===== config.mk =====
export PLATFORM = sky130hd
export DESIGN_NAME = dft_pingpong_ctrl
export DESIGN_NICKNAME = d
export VERILOG_FILES = /design/src/rtl/dft_ctrl_pkg.sv /design/src/rtl/dft_lane_state.sv /design/src/rtl/dft_pingpong_ctrl.sv
export SDC_FILE = /design/constraint.sdc
export NUM_CORES = 1
export LEC_CHECK = 0
export ABC_AREA = 1
export CORE_MARGIN = 8
export CORE_UTILIZATION = 36
export DETAILED_ROUTE_END_ITERATION = 10
export PLACE_DENSITY = 0.63
export SYNTH_ARGS = -nofsm -noshare
export SYNTH_HDL_FRONTEND = slang
export SYNTH_HIERARCHICAL = 1
export SYNTH_SLANG_ARGS = --single-unit

===== constraint.sdc =====
create_clock -name clk -period 2.3 [get_ports clk]
set_input_delay 0.46 -clock clk [delete_from_list [all_inputs] [get_ports clk]]
set_output_delay 0.46 -clock clk [all_outputs]
set_load 0.03 [all_outputs]

===== src/rtl/dft_ctrl_pkg.sv =====
// Shared types and constants for the DFT ping-pong scheduler.
package dft_ctrl_pkg;

  localparam int W_PTS     = 12;
  localparam int NUM_LANES = 2;

  typedef enum logic [1:0] {
    LANE_EMPTY = 2'd0,
    LANE_FILL  = 2'd1,
    LANE_PROC  = 2'd2
  } lane_state_e;

  // Place a single strobe on the selected lane; every other lane reads 0.
  function automatic logic [NUM_LANES-1:0] steer(input logic sel, input logic val);
    logic [NUM_LANES-1:0] r_vec;
    r_vec      = '0;
    r_vec[sel] = val;
    return r_vec;
  endfunction

endpackage


===== src/rtl/dft_lane_state.sv =====
// Per-lane frame state (EMPTY -> FILL -> PROC -> EMPTY) and latched DFT size.
module dft_lane_state
  import dft_ctrl_pkg::*;
#(
  parameter int W_PTS = dft_ctrl_pkg::W_PTS
) (
  input  logic              clk,
  input  logic              rst_n,
  input  logic              i_start,    // accepted sop for this lane: latch size
  input  logic              i_commit,   // accepted eop closes the frame
  input  logic              i_release,  // output eop drained the frame
  input  logic [W_PTS-1:0]  i_dftpts,
  output lane_state_e       o_state,
  output logic [W_PTS-1:0]  o_dftpts
);

  lane_state_e       r_state;
  lane_state_e       w_state_nxt;
  logic [W_PTS-1:0]  r_dftpts;

  // Lane state register.
  always_ff @(posedge clk or negedge rst_n) begin
    if (!rst_n) begin
      r_state <= LANE_EMPTY;
    end else begin
      r_state <= w_state_nxt;
    end
  end

  // Next-state: a sop+eop beat in EMPTY goes straight to PROC.
  always_comb begin
    w_state_nxt = r_state;
    case (r_state)
      LANE_EMPTY: begin
        if (i_commit) begin
          w_state_nxt = LANE_PROC;
        end else if (i_start) begin
          w_state_nxt = LANE_FILL;
        end else begin
          w_state_nxt = LANE_EMPTY;
        end
      end
      LANE_FILL: begin
        if (i_commit) begin
          w_state_nxt = LANE_PROC;
        end else begin
          w_state_nxt = LANE_FILL;
        end
      end
      LANE_PROC: begin
        if (i_release) begin
          w_state_nxt = LANE_EMPTY;
        end else begin
          w_state_nxt = LANE_PROC;
        end
      end
      default: w_state_nxt = LANE_EMPTY;
    endcase
  end

  // Frame size is captured on every accepted sop, including restarts.
  always_ff @(posedge clk or negedge rst_n) begin
    if (!rst_n) begin
      r_dftpts <= '0;
    end else if (i_start) begin
      r_dftpts <= i_dftpts;
    end else begin
      r_dftpts <= r_dftpts;
    end
  end

  assign o_state  = r_state;
  assign o_dftpts = r_dftpts;

endmodule


===== src/rtl/dft_pingpong_ctrl.sv =====
// Ping-pong scheduler: steers input frames into two DFT lanes and releases
// the lane outputs in the same order the frames arrived.
module dft_pingpong_ctrl
  import dft_ctrl_pkg::*;
#(
  parameter int W_PTS = dft_ctrl_pkg::W_PTS
) (
  input  logic                  clk,
  input  logic                  rst_n,
  input  logic                  sink_valid,
  input  logic                  sink_sop,
  input  logic                  sink_eop,
  input  logic [W_PTS-1:0]      dftpts_in,
  output logic                  sink_ready,
  output logic                  sw_in,
  output logic [NUM_LANES-1:0]  lane_valid,
  output logic [NUM_LANES-1:0]  lane_sop,
  output logic [NUM_LANES-1:0]  lane_eop,
  output logic [W_PTS-1:0]      lane_dftpts_0,
  output logic [W_PTS-1:0]      lane_dftpts_1,
  input  logic [NUM_LANES-1:0]  lane_out_valid,
  input  logic [NUM_LANES-1:0]  lane_out_eop,
  input  logic                  source_ready,
  output logic [NUM_LANES-1:0]  lane_source_ready,
  output logic                  sw_out,
  output logic                  source_valid,
  output logic [W_PTS-1:0]      dftpts_out,
  output logic                  frame_err
);

  // One extra bit so an oversize frame cannot wrap onto a matching size.
  localparam int CNT_W = W_PTS + 1;

  logic                  r_sw_in;
  logic                  r_sw_out;
  logic [CNT_W-1:0]      r_cnt;
  logic                  r_frame_err;

  lane_state_e           w_state  [NUM_LANES];
  logic [W_PTS-1:0]      w_dftpts [NUM_LANES];
  logic [NUM_LANES-1:0]  w_start;
  logic [NUM_LANES-1:0]  w_commit;
  logic [NUM_LANES-1:0]  w_release;

  logic                  w_acc;
  logic                  w_in_fill;
  logic                  w_in_empty;
  logic                  w_fwd;
  logic                  w_start_any;
  logic                  w_commit_any;
  logic                  w_rel_any;
  logic [CNT_W-1:0]      w_cnt_eop;
  logic [W_PTS-1:0]      w_size_ref;
  logic                  w_len_err;
  logic                  w_restart_err;
  logic                  w_drop_err;

  for (genvar g = 0; g < NUM_LANES; g++) begin : g_lane
    dft_lane_state #(.W_PTS(W_PTS)) u_lane (
      .clk       (clk),
      .rst_n     (rst_n),
      .i_start   (w_start[g]),
      .i_commit  (w_commit[g]),
      .i_release (w_release[g]),
      .i_dftpts  (dftpts_in),
      .o_state   (w_state[g]),
      .o_dftpts  (w_dftpts[g])
    );
  end

  // Input side: a beat is forwarded when it opens a frame or continues one.
  assign sink_ready   = (w_state[r_sw_in] != LANE_PROC);
  assign w_acc        = sink_valid & sink_ready;
  assign w_in_fill    = (w_state[r_sw_in] == LANE_FILL);
  assign w_in_empty   = (w_state[r_sw_in] == LANE_EMPTY);
  assign w_fwd        = w_acc & (sink_sop | w_in_fill);
  assign w_start_any  = w_acc & sink_sop;
  assign w_commit_any = w_fwd & sink_eop;

  assign lane_valid   = steer(r_sw_in, w_fwd);
  assign lane_sop     = steer(r_sw_in, w_fwd & sink_sop);
  assign lane_eop     = steer(r_sw_in, w_fwd & sink_eop);
  assign w_start      = steer(r_sw_in, w_start_any);
  assign w_commit     = steer(r_sw_in, w_commit_any);

  // Output side: only the lane under sw_out is observed or released.
  assign w_rel_any         = lane_out_valid[r_sw_out] & lane_out_eop[r_sw_out] &
                             source_ready & (w_state[r_sw_out] == LANE_PROC);
  assign w_release         = steer(r_sw_out, w_rel_any);
  assign lane_source_ready = steer(r_sw_out, source_ready);
  assign source_valid      = lane_out_valid[r_sw_out];
  assign dftpts_out        = w_dftpts[r_sw_out];
  assign lane_dftpts_0     = w_dftpts[0];
  assign lane_dftpts_1     = w_dftpts[1];

  // Length check counts the eop beat; a sop+eop beat is a one-beat frame.
  assign w_cnt_eop     = sink_sop ? CNT_W'(1) : (r_cnt + CNT_W'(1));
  assign w_size_ref    = sink_sop ? dftpts_in : w_dftpts[r_sw_in];
  assign w_len_err     = w_commit_any & (w_cnt_eop != {1'b0, w_size_ref});
  assign w_restart_err = w_acc & sink_sop & w_in_fill;
  assign w_drop_err    = w_acc & ~sink_sop & w_in_empty;

  // Lane selects advance once per committed / released frame.
  always_ff @(posedge clk or negedge rst_n) begin
    if (!rst_n) begin
      r_sw_in  <= 1'b0;
      r_sw_out <= 1'b0;
    end else begin
      r_sw_in  <= r_sw_in ^ w_commit_any;
      r_sw_out <= r_sw_out ^ w_rel_any;
    end
  end

  // Shared beat counter for the frame currently being filled.
  always_ff @(posedge clk or negedge rst_n) begin
    if (!rst_n) begin
      r_cnt <= '0;
    end else if (w_commit_any) begin
      r_cnt <= '0;
    end else if (w_start_any) begin
      r_cnt <= CNT_W'(1);
    end else if (w_fwd) begin
      r_cnt <= r_cnt + CNT_W'(1);
    end else begin
      r_cnt <= r_cnt;
    end
  end

  // Registered error pulse, one cycle after the offending beat.
  always_ff @(posedge clk or negedge rst_n) begin
    if (!rst_n) begin
      r_frame_err <= 1'b0;
    end else begin
      r_frame_err <= w_len_err | w_restart_err | w_drop_err;
    end
  end

  assign sw_in     = r_sw_in;
  assign sw_out    = r_sw_out;
  assign frame_err = r_frame_err;

endmodule


==> results of run 1 <==
[per-stage QoR]
step | total power [uW] | hold WS [ps] | utilization
2_1_floorplan | 3430 | 164 | -
3_3_place_gp | 4840 | 501 | 0.472
3_5_place_dp | 4880 | 510 | 0.472
4_1_cts | 5390 | 267 | 0.484
5_1_grt | 5820 | 292 | 0.493
6_report | 5390 | 231 | 0.493
[power by group]
group / total [uW] / leakage [uW] / internal (uW) / switching (uW)
logic: 3510 / 0.00140 / 1320 / 2180
registers: 1360 / 0.000558 / 1060 / 300
clock network: 533 / 0.0000503 / 268 / 265
[Yosys cell counts, types with 2 or more instances]
| cell type | instances |
|---|---|
| a32o_1 | 2 |
| buf_2 | 2 |
| buf_4 | 3 |
| buf_6 | 6 |
| clkbuf_1 | 3 |
| dfrtp_1 | 44 |
| ha_1 | 5 |
| inv_1 | 70 |
| inv_2 | 5 |
| nand2_1 | 144 |
| nand2_2 | 5 |
| nand3_1 | 34 |
| nand3_2 | 3 |
| nand4_1 | 6 |
| nor2_1 | 33 |
| nor2_4 | 4 |
| nor3_1 | 2 |
| o211ai_1 | 2 |
| o21a_1 | 2 |
| o21ai_0 | 41 |
| o21ai_1 | 4 |
| o21ai_2 | 2 |
| o22ai_1 | 7 |
[repair_timing]
| item | CTS | global route |
|---|---|---|
| resized for setup | 11 | 13 |
| buffers inserted | 0 | 3 |
| pin swaps | 0 | 2 |
| endpoints found under the setup margin | 11 | 11 |
[worst max-delay path by stage]
stage,from,end,cells after the start
after global placement,lane_out_valid[1],source_valid,5
after global routing,sink_valid,lane_eop[0],9
after CTS,sw_out,dftpts_out[2],3
final,sink_valid,lane_eop[0],9
after detailed placement,lane_out_valid[1],source_valid,5
after floorplan,sw_in,lane_valid[0],8
[flip-flops by register name, indices dropped and copies added, names as in the netlist]
register and flops:
frame_err 1, sw_in 1, g_lane.u_lane/o_state 4, sw_out 1, r_cnt 13, g_lane.u_lane/o_dftpts 24
[final cells by class]
cell class | instances | share of cell area
clock buffer | 7 | 0.0241
inverter | 75 | 0.0705
multi-input combinational | 304 | 0.375
sequential | 44 | 0.276
tap | 105 | 0.0329
timing repair buffer | 94 | 0.221
[layer usage]
metal / track usage / up-vias
li1: - / 1544
met3: 0.0354 / 9
met1: 0.198 / 1361
met2: 0.278 / 76
met4: 0.0432 / 0
met5: 0 / -
[cell families after synthesis]
group,count (synthesis),synth area share
XOR/XNOR,1,0.00549
buffers and inverters,90,0.137
multiplexers,1,0.00338
AND/OR/NAND/NOR,234,0.340
flip-flops,44,0.371
adder cells (fa/ha/maj),5,0.0211
AO/OA/AOI/OAI,63,0.121
[layout by cell type (no fill, tap or decap), drive strengths merged, types with 33 or more instances in the layout]
cell type      count
nand2            149
dfrtp             44
o21ai             47
nand3             37
buf               33
nor2              38
clkdlybuf4s50     48
inv               75
[worst reg2reg max path, cell delays in order, from the launching register on]
cell and delay (ps):
dfrtp_1 450, ha_1 300, nand2_1 130, nor2_1 190, nand3_1 200, nand3_1 130
nand2_1 50, nand2_1 50, nand3_1 80, nor2_1 110, nand3_1 90, nand2_1 70
nand2_1 50
==> results.txt, run 1 <==
Clk pin slew, worst setup/hold paths - 80 ps
metal2 WL - 4270 microns
Critical Path AT - 1800 ps
Clock Path Buffers - 2
DR WL/cell - 14.3 microns
sequential cell area - 0.00110 sq mm
wl on met1 - 4120 microns
clk_lat worst skew - 290 ps
max cap viols - 0
sum of negative setup slack - 0 ps
via/cell ratio - 4.75
worst rel slew slack - 0.600
final setup fails - 0
Max IR drop VDD - 676 uV
ant diodes - 0
Hold Buf Count CTS - 0
final routed DRC violation total - 0
CP Capture Type - output pin
Post-Route Skew - 3.85 ps
CP dominant cell by count - nand2_2
post-synthesis sequential area ratio - 0.371
CTS tree - yes
asr flop ratio synth - 1.00
Avg Inst Size Synth - 6.77 sq um
die height - 107 microns
WS Path Type - in2out
Clock Sinks - 44
CP top delay family - buffers and inverters
clk root buf - clkbuf_8
R2R cell count - 12
Max Clk Rate - 442 MHz
wirelength, routed - 8970 microns
total gr overflow - 0
Iter 0 DRT Violations - 157
Pleak - 0.00201 uW
Synth Net Count - 465
Top Metal Used - met4
crit-path max cell delay - 480 ps
routed length on met3 - 464 microns
Netlist cell types - 32
nets - 551
Slowest-stage cell, CP - clkdlybuf4s50_1
register bit total from synthesis - 44
Post-synth EDFFs - 0
Worst setup SP type - primary input
post-route clock period utilization - 0.984
CP Max Fanout - 3
Port Buffers - 70
Final Slew Violations - 0
Layout area overhead - 34.7%
initial antenna violation count - 0
worst path bufs/invs - 4
Synth Cell Area - 0.00296 sq mm
PwrDens - 1350 mW/mm^2
top post-synthesis cells by area - dfrtp_1 37%, nand2_1 18%, inv_1 8.9%
R2R Setup Slk - 290 ps
I/O pin count - 71
crit-path cells - clkdlybuf4s50_1, inv_1, nor2_2, nand2_2, nand2_2, inv_2, nor2_4, ha_4, buf_6
Detail Placement HPWL - 7000 microns
final cell count without fillers - 629
Reg-to-Reg Start - r_cnt[1]
leading area contributor after synthesis - dfrtp_1
DRT Pass-1 Iters - 4
crit path time final - 2260 ps
die area - 0.0114 sq mm
Inst Count DP - 619
Multi-input gate area - 0.00150 sq mm
Hold Path Class - in2async
Slew @ Worst Pin - 600 ps
GRT Total Usage - 0.161
global placer's final weighted congestion - 0.866
CTS H-tree depth - 2
Synth Instances - 438
vias in the first global route - 2998
first-pass GRT wire length - 14800 microns
final design area excluding fillers - 0.00399 sq mm
Final WS setup - 37.2 ps
synth warn - 6
initial core utilization - 0.366
status - finished, final reports clean
CTS Buf Count - 5
prevailing post-synth register cell - dfrtp_1
RSZ-0062 raised after global routing - yes
dpl ws - -104 ps
r2r endpoint - frame_err
post-route ant nets - 0
number of failing hold endpoints at the final stage - 0
area share of the largest cell type after synthesis - 0.371
Placement Cell Area - 0.00382 sq mm
core area - 0.00809 sq mm
largest net degree at the start of global routing - 45
die width - 107 microns
FILL cells - 841
CP required - 1840 ps
via count - 2990
row cnt - 33
fraction of layout cells with a size suffix above 1 - 0.134
(Power assumes the default switching activity.)
==> run 2, diff against run 1 <==
Settings changed: CORE_MARGIN 8 to not set, MAX_ROUTING_LAYER set to met4.
==> run 2 against run 1 <==
Compared with the run above: combinational power rose by 1%; register-to-register slack improved by 50 ps; count of clock-buffer cells in the layout did not move; global-route usage rose by 4.9 points; worst hold slack got worse by 46 ps; non-clock buffer count rose by 7; fmax rose by 1.0%; power rose by 3.2%; die area fell by 25%; critical endpoint is now lane_eop[1]; highest routed layer unchanged.
==> results.txt, run 2 (synthesis results as in run 1) <==
fraction of layout cells with a size suffix above 1 - 0.145
Layout area overhead - 37.3%
ant diodes - 0
Clock Sinks - 44
Clock Path Buffers - 2
commonest non-fill, non-tap cell in the layout - nand2_1
CTS Buf Count - 5
vias in the first global route - 2790
PwrDens - 1370 mW/mm^2
CTS H-tree depth - 2
max cap viols - 0
Port Buffers - 70
post-route clock period utilization - 0.974
CP required - 1840 ps
WS Path Type - in2out
final routed DRC violation total - 0
nets - 558
GRT Total Usage - 0.211
initial antenna violation count - 0
Final Slew Violations - 0
Max Clk Rate - 446 MHz
Inst Count DP - 620
first-pass GRT wire length - 13700 microns
number of failing hold endpoints at the final stage - 0
clk root buf - clkbuf_8
Detail Placement HPWL - 6550 microns
final cell count without fillers - 634
Hold Path Class - in2async
via/cell ratio - 4.75
global placer's final weighted congestion - 0.825
CP Capture Type - output pin
Post-Route Skew - 6.44 ps
total gr overflow - 0
I/O pin count - 71
crit path time final - 2240 ps
commonest non-fill, non-tap cells in the layout - 141 x nand2_1, 70 x inv_1, 51 x clkdlybuf4s50_1
DR WL/cell - 13.4 microns
RSZ-0062 raised after global routing - yes
CTS tree - yes
die height - 92.7 microns
Max IR drop VDD - 715 uV
Total Power - 5570 uW
Iter 0 DRT Violations - 160
via count - 3014
die width - 92.7 microns
CP Max Fanout - 4
FILL cells - 813
Pleak - 0.00205 uW
DRT Pass-1 Iters - 4
Worst setup SP type - primary input
row cnt - 32
Clk pin slew, worst setup/hold paths - 80 ps
status - finished, final reports clean
hold_ws - 185 ps
Hold Buf Count CTS - 0
initial core utilization - 0.378
max reg flops - 24
dpl ws - -77.7 ps
largest net degree at the start of global routing - 29
core area - 0.00785 sq mm
Final WS setup - 60.1 ps
Critical Path AT - 1780 ps
wirelength, routed - 8470 microns
die area - 0.00860 sq mm
worst rel slew slack - 0.561
final setup fails - 0
post-route ant nets - 0
clk_lat worst skew - 300 ps
Slew @ Worst Pin - 659 ps
-- run 2: cell types whose count changed in the layout (fill, tap and decap cells not counted), sizes merged --
cell and change:
bufinv +1, dlymetal6s2s +1, dlygate4sd2 -4, clkdlybuf4s50 +3
buf +7
-- run 2: final cells by class --
cell class / instances / area (sq um) / share of cell area
clock buffer: 7 / 96.3 / 0.0237
clock inverter: 1 / 30.0 / 0.00738
inverter: 75 / 282 / 0.0692
multi-input combinational: 304 / 1500 / 0.369
sequential: 44 / 1100 / 0.271
tap: 102 / 128 / 0.0314
timing repair buffer: 101 / 930 / 0.228
-- run 2: power breakdown --
group	leakage (uW)	total [uW]	internal [uW]	switching, uW
logic	0.00143	3560	1380	2180
registers	0.000558	1340	1050	290
clock network	0.0000645	663	384	280
-- run 2: worst paths after layout --
check,from,end,slack (ps),cells past startpoint
max,sink_sop,lane_eop[1],60,7
min,rst_n,g_lane[0].u_lane/o_state[1],180,1
max reg2reg,r_cnt[1],frame_err,340,12
min reg2reg,g_lane[1].u_lane/o_state[0],g_lane[1].u_lane/o_state[0],530,1
max in group asynchronous,rst_n,r_cnt[3],1520,2
min in group clk,g_lane[1].u_lane/o_state[0],g_lane[1].u_lane/o_state[0],530,1
-- run 2: repair_timing --
item | CTS | global route
cloned | 0 | 0
setup endpoints to repair | 7 | 10
gates resized for setup | 7 | 14
pin swaps | 1 | 5
setup buffers | 1 | 5
-- run 2: worst max-delay path, cell delays in order --
cell,delay [ps]
clkdlybuf4s50_1,590
nand3_2,120
nand2_2,90
inv_2,50
nor2_4,170
ha_4,160
buf_6,120
-- run 2: stage by stage --
stage          area, sq um  TNS [ps]  utilization
3_5_place_dp          3840      -199        0.489
5_1_grt               4070     -66.7        0.518
6_report              4070         0        0.518
3_3_place_gp          3840     -50.8        0.489
4_1_cts               3980         0        0.507
2_1_floorplan         2970         0            -
-- run 2: per-layer routing --
metal / part of all wire / track usage / up-vias
met2: 0.47 / 0.332 / 69
met4: 0.013 / 0.0538 / 0
met5: 0 / - / -
met1: 0.47 / 0.287 / 1375
li1: - / - / 1561
met3: 0.053 / 0.0271 / 9
==> run 3, diff against run 2 <==
Settings changed: HOLD_SLACK_MARGIN set to 0.08.
==> results of run 3 <==
Final layout, timing and power as in run 2 (identical DEF).
